===== config.mk =====
export PLATFORM = sky130hd
export DESIGN_NAME = axi_rr_arbiter
export DESIGN_NICKNAME = d
export VERILOG_FILES = /design/src/rtl/axi_rr_arbiter.sv
export SDC_FILE = /design/constraint.sdc
export NUM_CORES = 1
export LEC_CHECK = 0
export BUFFER_PORTS_ARGS = -buffer_cell sky130_fd_sc_hd__buf_2
export CORE_MARGIN = 5
export CORE_UTILIZATION = 35
export CTS_BUF_LIST = sky130_fd_sc_hd__clkbuf_8
export DETAILED_ROUTE_END_ITERATION = 16
export GPL_ROUTABILITY_DRIVEN = 0
export HOLD_SLACK_MARGIN = 0.06
export PLACE_DENSITY = 0.66
export SYNTH_ARGS = -nofsm -noshare
export SYNTH_HDL_FRONTEND = slang
export SYNTH_SLANG_ARGS = --single-unit

===== constraint.sdc =====
create_clock -name ACLK -period 7.8 [get_ports ACLK]
set_clock_uncertainty 0.2 [all_clocks]
set_input_delay 0.78 -clock ACLK [delete_from_list [all_inputs] [get_ports ACLK]]
set_output_delay 0.78 -clock ACLK [all_outputs]
set_load 0.05 [all_outputs]

===== src/rtl/axi_rr_arbiter.sv =====
// Registered N-way arbiter for AXI channel muxing with round-robin/fixed priority,
// grant held until done, and an optional hold timeout that forces release.
module axi_rr_arbiter #(
  parameter int unsigned REQ_WIDTH = 4,
  parameter int unsigned IDX_WIDTH = $clog2(REQ_WIDTH),
  parameter int unsigned MAX_HOLD  = 0,
  parameter int unsigned CNT_WIDTH = 16
) (
  input  logic                 ACLK,
  input  logic                 ARESETn,
  input  logic [REQ_WIDTH-1:0] req,
  input  logic                 fixed_pri_en,
  input  logic                 done,
  output logic [REQ_WIDTH-1:0] gnt,
  output logic [IDX_WIDTH-1:0] gnt_idx,
  output logic                 gnt_vld,
  output logic [IDX_WIDTH-1:0] ptr,
  output logic                 timeout
);

  typedef enum logic {
    IDLE,
    GRANT
  } state_e;

  state_e               state_q, state_d;
  logic [REQ_WIDTH-1:0] gnt_q, gnt_d;
  logic [IDX_WIDTH-1:0] gnt_idx_q, gnt_idx_d;
  logic [IDX_WIDTH-1:0] ptr_q, ptr_d;
  logic                 timeout_q, timeout_d;
  logic [CNT_WIDTH-1:0] hold_q, hold_d;

  logic                 tmo_hit;
  logic                 release_grant;
  logic                 win_found;
  logic [IDX_WIDTH-1:0] win_idx;
  int unsigned          cand;

  always_ff @(posedge ACLK) begin
    if (!ARESETn) begin
      state_q   <= IDLE;
      gnt_q     <= '0;
      gnt_idx_q <= '0;
      ptr_q     <= '0;
      timeout_q <= 1'b0;
      hold_q    <= '0;
    end else begin
      state_q   <= state_d;
      gnt_q     <= gnt_d;
      gnt_idx_q <= gnt_idx_d;
      ptr_q     <= ptr_d;
      timeout_q <= timeout_d;
      hold_q    <= hold_d;
    end
  end

  always_comb begin
    tmo_hit = 1'b0;
    if (MAX_HOLD != 0) begin
      tmo_hit = (state_q == GRANT) && !done && (hold_q == CNT_WIDTH'(MAX_HOLD - 1));
    end
    release_grant = (state_q == GRANT) && (done || tmo_hit);

    ptr_d = ptr_q;
    if (release_grant && !fixed_pri_en) begin
      ptr_d = (gnt_idx_q == IDX_WIDTH'(REQ_WIDTH - 1)) ? '0 : gnt_idx_q + 1'b1;
    end

    // Search starts from the already-updated pointer so a release re-arbitrates without a bubble.
    win_found = 1'b0;
    win_idx   = '0;
    cand      = 0;
    for (int unsigned i = 0; i < REQ_WIDTH; i++) begin
      cand = fixed_pri_en ? i : 32'(ptr_d) + i;
      if (cand >= REQ_WIDTH) cand = cand - REQ_WIDTH;
      if (!win_found && req[IDX_WIDTH'(cand)]) begin
        win_found = 1'b1;
        win_idx   = IDX_WIDTH'(cand);
      end
    end

    state_d   = state_q;
    gnt_d     = gnt_q;
    gnt_idx_d = gnt_idx_q;
    hold_d    = hold_q;
    timeout_d = 1'b0;

    case (state_q)
      IDLE: begin
        if (win_found) begin
          state_d   = GRANT;
          gnt_d     = REQ_WIDTH'(1) << win_idx;
          gnt_idx_d = win_idx;
          hold_d    = '0;
        end
      end
      GRANT: begin
        if (release_grant) begin
          timeout_d = tmo_hit;
          if (win_found) begin
            gnt_d     = REQ_WIDTH'(1) << win_idx;
            gnt_idx_d = win_idx;
            hold_d    = '0;
          end else begin
            state_d = IDLE;
            gnt_d   = '0;
          end
        end else begin
          hold_d = hold_q + 1'b1;
        end
      end
      default: state_d = IDLE;
    endcase
  end

  always_comb begin
    gnt     = gnt_q;
    gnt_idx = gnt_idx_q;
    gnt_vld = |gnt_q;
    ptr     = ptr_q;
    timeout = timeout_q;
  end

endmodule


==> results of run 1 <==
-- registers in the layout, indices dropped and copies added (netlist names) --
signal and count:
gnt 4, ptr 2, state_q 1, gnt_idx 2
-- power by group through the flow --
stage	sequential (uW)	combinational [uW]	clock (uW)
final	52.7	56.9	53.6
after global routing	53.2	61.0	57.9
after floorplan	63.9	34.2	0
after CTS	52.7	56.9	54.6
after detailed placement	53.6	56.8	0
after global placement	53.6	56.1	0
-- tightest hold or removal path: cells and delay by family (launching register included) --
| family | cells | cell delay (ps) |
|---|---|---|
| simple gates | 1 | 60 |
| compound gates | 1 | 50 |
| flops | 1 | 320 |
-- placed cells by master (no fill, tap or decap), drive strengths merged, types with 2 or more instances in the layout --
| cell | n |
|---|---|
| a21oi | 6 |
| nand2 | 10 |
| clkbuf | 3 |
| a31oi | 2 |
| mux2i | 7 |
| dfxtp | 9 |
| nand3 | 2 |
| a21o | 3 |
| o21ai | 4 |
| nor3b | 2 |
| xnor2 | 2 |
| buf | 16 |
| mux2 | 2 |
| nor2 | 7 |
| inv | 3 |
-- per-stage QoR --
step | instance area [sq um] | setup WS (ps) | instances
final | 847.1 | 5060 | 124
after global routing | 847.1 | 4958 | 124
after CTS | 847.1 | 5043 | 124
after detailed placement | 802.0 | 4811 | 120
after global placement | 802.0 | 4858 | 120
after floorplan | 703.2 | 5044 | 79
-- cells by family after synthesis --
| kind of cell | Yosys count |
|---|---|
| other cells | 1 |
| compound gates | 22 |
| mux | 10 |
| flops | 9 |
| buf+inv | 4 |
| fa+ha+maj | 1 |
| simple gates | 30 |
| xor+xnor | 2 |
-- cell type report --
class | instances | area [sq um] | area share [%]
inverters | 2 | 7.507 | 0.8863
clock buffers | 3 | 41.29 | 4.874
multi-input cells | 66 | 500.5 | 59.08
flip-flops and latches | 9 | 180.2 | 21.27
repair buffers | 16 | 80.08 | 9.453
well taps | 27 | 33.78 | 3.988
clock inverters | 1 | 3.754 | 0.4431
-- how the worst max path moves through the flow --
stage / to / slack (ps) / cells after the start
finish: gnt[3]$_SDFFE_PN0P_ / 5060 / 7
global route: gnt[3]$_SDFFE_PN0P_ / 4960 / 7
CTS: gnt[3]$_SDFFE_PN0P_ / 5040 / 7
detailed placement: gnt[3]$_SDFFE_PN0P_ / 4810 / 7
global placement: gnt[3]$_SDFFE_PN0P_ / 4860 / 7
floorplan: gnt[3]$_SDFFE_PN0P_ / 5040 / 7
-- metal layers --
| metal | global-route usage, % | vias up | routed length (um) |
|---|---|---|---|
| li1 | - | 328 | - |
| met1 | 15.56 | 288 | 771 |
| met2 | 17.32 | 10 | 715 |
| met3 | 1.907 | 4 | 31 |
| met4 | 7.469 | 0 | 35 |
| met5 | 0 | - | 0 |
==> results.md, run 1 <==
* Worst min path class: register to register
* # H-tree levels at 1
* Max incr delay on CP at 610 ps
* Largest net degree at the start of global routing at 8
* Worst-skew pair later-pin latency at 230 ps
* Final Util at 43.62%
* Fillers at 202
* Number of DRC markers in iteration 0 at 6
* DIE AREA at 3005 sq um
* Cts-stage hold buffer count at 0
* Final Max Slew Viols at 0
* Synth top area share at 25.62%
* Syn Nets at 88
* CP startpoint kind: primary input
* TritonCTS clock tree: yes
* Clk network pwr share at 32.9%
* Overall power at 163.2 uW
* FF+latch count, synth at 9
* Number of post-CTS setup repair buffers at 0
* Slowest cell on crit path: mux4_2
* Post-route minimum period at 2740 ps
* Layout cell share with drive strength beyond 1 at 31.96%
* Total wire length at 1.553 mm
* Final setup fails at 0
* Status: completed
* Largest family of logic cells by synthesized area: compound AO/OA/AOI/OAI gates
* Slew HR at 45.75%
* First-pass GRT wire length at 2.553 mm
* Post-synthesis xor/xnor area fraction at 2.491%
* Most frequent cell after synthesis: nand2_1
* Crit-path cells: buf_2 > a21bo_1 > a21oi_2 > mux4_2 > a21oi_4 > nor2_2 > o311a_1
* Unrepaired setup endpoints after global routing: false
* Synth top area cells: dfxtp_1 (26%), mux2i_1 (10%), nand2_1 (5.3%)
* Power Dens Cells at 192.7 nW/um^2
* Switching part of the total at 36.56%
* Hold path endpoint: gnt[0]$_SDFFE_PN0P_
* Post-synth top flop: dfxtp_1
* Final-stage net count at 107
* Synth top cells by count: nand2_1 (10), dfxtp_1 (9), mux2i_1 (7)
* Internal at 103.6 uW
* # diodes at 0
* Synth Area in Simple Gates at 24.56%
* CP required at 7710 ps
* Mapped Avg Cell Area at 8.901 sq um
* Critical path's top delay family: compound AO/OA/AOI/OAI gates
* Period utilization at 35.13%
* Die Y at 54.82 um
* Peak supply drop at 0.08738 mV
* Hold path start: gnt[0]$_SDFFE_PN0P_
* Post-synthesis cell type with the largest combined area: dfxtp_1
* Hold Path Depth at 2
* Adder-cell area share of the yosys netlist at 1.779%
* Hold Fails Final Rpt at 0
* Sequential Power Share at 32.3%
* Std-Cell Rows at 16
* Clock root cell: clkbuf_8
* IO Count at 18
* Post-CTS Resized at 0
* Gate Count Post-Synth at 79
* Die W at 54.82 um
* Vias/cell at 5.081
* Worst-path maximum fanout at 6
* Fmax at 365.0 MHz
* Drt pass-1 iters at 3
* Vias in the first global route at 586
* Slew of the pin with the lowest slew margin at 805.3 ps
* GRT Util Overall at 11.73%
* Yosys warning count at 0
* Seq/Total Area, Yosys at 25.62%
* Initial antenna violation count at 0
* WP data arrival at 2650 ps
* Critical Path Sink Type: register
* R2R depth at 7
* Max Cap Viol at 0
* Crit path buffers/inverters at 1
* Switching power at 59.67 uW
* Count of cell types in the netlist at 41
* Ys async rst share at 0%
* Worst reg-to-reg setup slack at 5110 ps
* Cts bufs inserted at 3
* Clk buf depth at 2
* Total gr overflow at 0
* # port buffers at 16
* Clock transition at the registers of the reported paths at 50 ps
* Residual DRC at 0
* Mux cell area share after synthesis at 16.37%
* Area Overhead vs Synth at 20.46%
* Initial Util at 36.21%
* Via count at 630
* Post-synthesis compound-gate area fraction at 25.44%
* Worst r2r src: gnt_idx[0]$_SDFFE_PN0P_
* Setup TNS at 0 ps
* Worst hold slack at 279.5 ps
* Synth Cell Area at 703.2 sq um
* Gate power share at 34.8%
* Critical Path Source: done
* Avg WL per Cell at 12.52 um
* Core Area at 1942 sq um
* DRT antenna net count at 0
* EDFF count, synth at 0
* R2r endpoint: gnt[3]$_SDFFE_PN0P_
* Post-DP HPWL at 1.249 mm
* Worst Setup Path Type: primary input to register
* Pleak at 0.0003697 uW
* Sink Count at 9
No activity file was read; power rests on OpenSTA's default activity.
==> run 2: changes to the inputs <==
--- a/config.mk
+++ b/config.mk
@@ -5,6 +5,7 @@
 export SDC_FILE = /design/constraint.sdc
 export NUM_CORES = 1
 export LEC_CHECK = 0
+export ABC_AREA = 1
 export BUFFER_PORTS_ARGS = -buffer_cell sky130_fd_sc_hd__buf_2
 export CORE_MARGIN = 5
 export CORE_UTILIZATION = 35
@@ -12,7 +13,7 @@
 export DETAILED_ROUTE_END_ITERATION = 16
 export GPL_ROUTABILITY_DRIVEN = 0
 export HOLD_SLACK_MARGIN = 0.06
-export PLACE_DENSITY = 0.66
+export PLACE_DENSITY = 0.64
 export SYNTH_ARGS = -nofsm -noshare
 export SYNTH_HDL_FRONTEND = slang
 export SYNTH_SLANG_ARGS = --single-unit
==> constraint.sdc (replaced) <==
create_clock -name ACLK -period 2.8 [get_ports ACLK]
set_clock_uncertainty 0.2 [all_clocks]
set_input_delay 0.28 -clock ACLK [delete_from_list [all_inputs] [get_ports ACLK]]
set_output_delay 0.28 -clock ACLK [all_outputs]
set_load 0.05 [all_outputs]
==> run 2 against run 1 <==
Compared with the run above: area after synthesis grew 19%; first-iteration DRC count grew to 3.3 times the previous value; critical path type is now register to register; via count increased by 44%; sequential cell count is the same; worst hold slack worse by 180 ps; highest routed layer unchanged; core utilization grew 0.52 points; critical path depth rose by 8; synthesized cell count up 78%; die area increased by 15%; combinational power grew to 4.2 times the previous value.
==> results.md, run 2 <==
* IO Count at 18 (unchanged)
* Seq/Total Area, Yosys at 21.62% (-4.0 points)
* Vias/cell at 4.835 (-4.8%)
* Most common cell after layout, fill and taps aside: nand2_1
* Area Overhead vs Synth at 18.32%
* Synth top area cells: dfxtp_1 (22%), nand2_1 (21%), nand3_1 (11%)
* Max Cap Viol at 0 (unchanged)
* Number of post-CTS setup repair buffers at 0 (unchanged)
* Die Y at 58.80 um (+7.3%)
* Largest net degree at the start of global routing at 10 (+2)
* First-pass GRT wire length at 3.236 mm (+27%)
* Mapped Avg Cell Area at 5.910 sq um (-34%)
* Drt pass-1 iters at 4 (+1)
* Cell mode on critical path: nand2_1
* Hold Fails Final Rpt at 0 (unchanged)
* TritonCTS clock tree: yes
* Initial antenna violation count at 0 (unchanged)
* Final Util at 44.15% (+0.52 points)
* Cts-stage hold buffer count at 0 (unchanged)
* Number of DRC markers in iteration 0 at 20 (+14)
* Final setup fails at 0 (unchanged)
* Worst r2r src: gnt_idx[0]$_SDFFE_PN0P_
* Std-Cell Rows at 17 (+1)
* Clk buf depth at 2 (unchanged)
* Worst-path maximum fanout at 5 (-1)
* Pleak at 0.0005586 uW (+51%)
* Synth Cell Area at 833.3 sq um (+19%)
* Post-synth top flop: dfxtp_1
* DIE AREA at 3457 sq um (+15%)
* Avg WL per Cell at 9.984 um (-20%)
* Unrepaired setup endpoints after global routing: false
* Final Max Slew Viols at 0 (unchanged)
* Post-CTS Resized at 0 (unchanged)
* Fillers at 242 (+20%)
* Hold path endpoint: state_q$_SDFF_PN0_
* Post-synthesis cell type with the largest combined area: dfxtp_1
* Post-synthesis xor/xnor area fraction at 0% (-2.5 points)
* # diodes at 0 (unchanged)
* GRT Util Overall at 11.85% (+0.11 points)
* Peak supply drop at 0.1913 mV (+120%)
* # H-tree levels at 1 (unchanged)
* Slowest cell on crit path: dfxtp_1
* Syn Nets at 150 (+70%)
* R2r endpoint: gnt_idx[0]$_SDFFE_PN0P_
* R2R depth at 15 (+8)
* Count of cell types in the netlist at 23 (-44%)
* Clock root cell: clkbuf_8
* CP startpoint kind: register
* Crit-path cells: ha_1 > nor2_1 > inv_1 > nand2_1 > nand2_2 > nor2_2 > nand2_1 > nand3_1 > nand2_1 > nor2_4 > nand3_2 > nand2_1 > inv_1 > o21ai_0 > a21oi_1
* Synth top cells by count: nand2_1 (46), nand3_1 (19), inv_1 (17)
* Largest family of logic cells by synthesized area: simple AND/OR/NAND/NOR gates
* Worst-skew pair later-pin latency at 230 ps (about the same)
* Total gr overflow at 0 (unchanged)
* Critical Path Sink Type: register
* Yosys warning count at 0 (unchanged)
* Die W at 58.80 um (+7.3%)
* Gate Count Post-Synth at 141 (+78%)
* Period utilization at 81.88%
* Total wire length at 1.877 mm (+21%)
* Core Area at 2233 sq um (+15%)
* FF+latch count, synth at 9 (unchanged)
* Setup TNS at 0 ps (unchanged)
* Fmax at 436.2 MHz
* Worst Setup Path Type: register to register
* Worst reg-to-reg setup slack at 510 ps (-4600 ps)
* CP required at 2720 ps (-4990 ps)
* Power Dens Cells at 547.3 nW/um^2 (+180%)
* Sink Count at 9 (unchanged)
* Adder-cell area share of the yosys netlist at 1.502% (-0.28 points)
* Max incr delay on CP at 330 ps (-280 ps)
* Most frequent cells in the layout: nand2_1 (46), nand3_1 (19), inv_1 (18)
* Cts bufs inserted at 3 (unchanged)
* Hold Path Depth at 3 (+1)
* Mux cell area share after synthesis at 0% (-16 points)
* Final-stage net count at 170 (+59%)
* DRT antenna net count at 0 (unchanged)
* Most frequent cell after synthesis: nand2_1
* Post-synthesis compound-gate area fraction at 7.808% (-18 points)
* Vias in the first global route at 817 (+39%)
* Layout cell share with drive strength beyond 1 at 26.25% (-5.7 points)
* Worst min path class: primary input to register
* Post-route minimum period at 2293 ps
* Design Area, Final at 985.9 sq um (+16%)
* EDFF count, synth at 0 (unchanged)
* Synth top area share at 21.62% (-4.0 points)
* Max reg flops at 4 (unchanged)
* Post-DP HPWL at 1.600 mm (+28%)
* # port buffers at 16 (unchanged)
* Initial Util at 37.31% (+1.1 points)
* Synth Area in Simple Gates at 58.71% (+34 points)
* Clock transition at the registers of the reported paths at 40 ps (about the same)
* Post-Place Cell Area at 940.9 sq um (+17%)
* Ys async rst share at 0% (unchanged)
* WP data arrival at 2210 ps (-440 ps)
* Status: completed
* Via count at 909 (+44%)
* Residual DRC at 0 (unchanged)
* Hold path start: ARESETn
[run 2: cells by family (layout without fill, tap and decap cells)]
family	after synthesis	after routing
flip-flops	9	9
adder cells (fa/ha/maj)	1	1
buffers and inverters	21	40
AO/OA/AOI/OAI	11	11
AND/OR/NAND/NOR	98	98
other	1	1
[run 2: worst max-delay path: cells and delay by family, from the launching register on]
kind	cells	cell delay, ps
compound gates	2	210
fa+ha+maj	1	200
buf+inv	2	130
flops	1	330
simple gates	10	1110
[run 2: final cells by class]
cell class / count / area [sq um] / area share (%)
multi-input cells: 111 / 570.5 / 57.87
flip-flops and latches: 9 / 180.2 / 18.27
repair buffers: 16 / 80.08 / 8.122
inverters: 20 / 75.07 / 7.614
clock buffers: 3 / 41.29 / 4.188
well taps: 28 / 35.03 / 3.553
clock inverters: 1 / 3.754 / 0.3807
[run 2: through the flow]
stage	setup WS (ps)	hold slack, ps	total power (uW)	instances
detailed placement	480.1	273.2	395.9	184
CTS	482.4	96.72	543.1	188
finish	507.4	96.38	539.6	188
global route	265.1	120.7	578.4	188
global placement	509.7	264.5	394.0	184
floorplan	488.3	205.4	347.4	141
[run 2: how the worst max path moves through the flow]
stage                                  startpoint                       to  slack (ps)  cells after the start
final                     gnt_idx[0]$_SDFFE_PN0P_  gnt_idx[0]$_SDFFE_PN0P_         510                     15
after CTS                 gnt_idx[0]$_SDFFE_PN0P_  gnt_idx[0]$_SDFFE_PN0P_         480                     15
after global routing      gnt_idx[0]$_SDFFE_PN0P_  gnt_idx[1]$_SDFFE_PN0P_         270                     15
after global placement               fixed_pri_en      gnt[2]$_SDFFE_PN0P_         510                     14
after detailed placement             fixed_pri_en  gnt_idx[0]$_SDFFE_PN0P_         480                     15
after floorplan           gnt_idx[0]$_SDFFE_PN0P_  gnt_idx[0]$_SDFFE_PN0P_         490                     14
[run 2: routing by layer]
metal	track usage (%)	vias up	share of wire, %
li1	-	487	-
met1	14.49	389	43
met2	20.35	28	48
met3	0	5	5.6
met4	7.767	0	2.9
met5	0	-	0
[run 2: power by group]
group          switching [uW]  leakage, uW  internal [uW]  total (uW)
sequential               11.1    0.0000741            143         154
combinational             173     0.000458           66.3         239
clock                    51.3    0.0000269           95.5         147
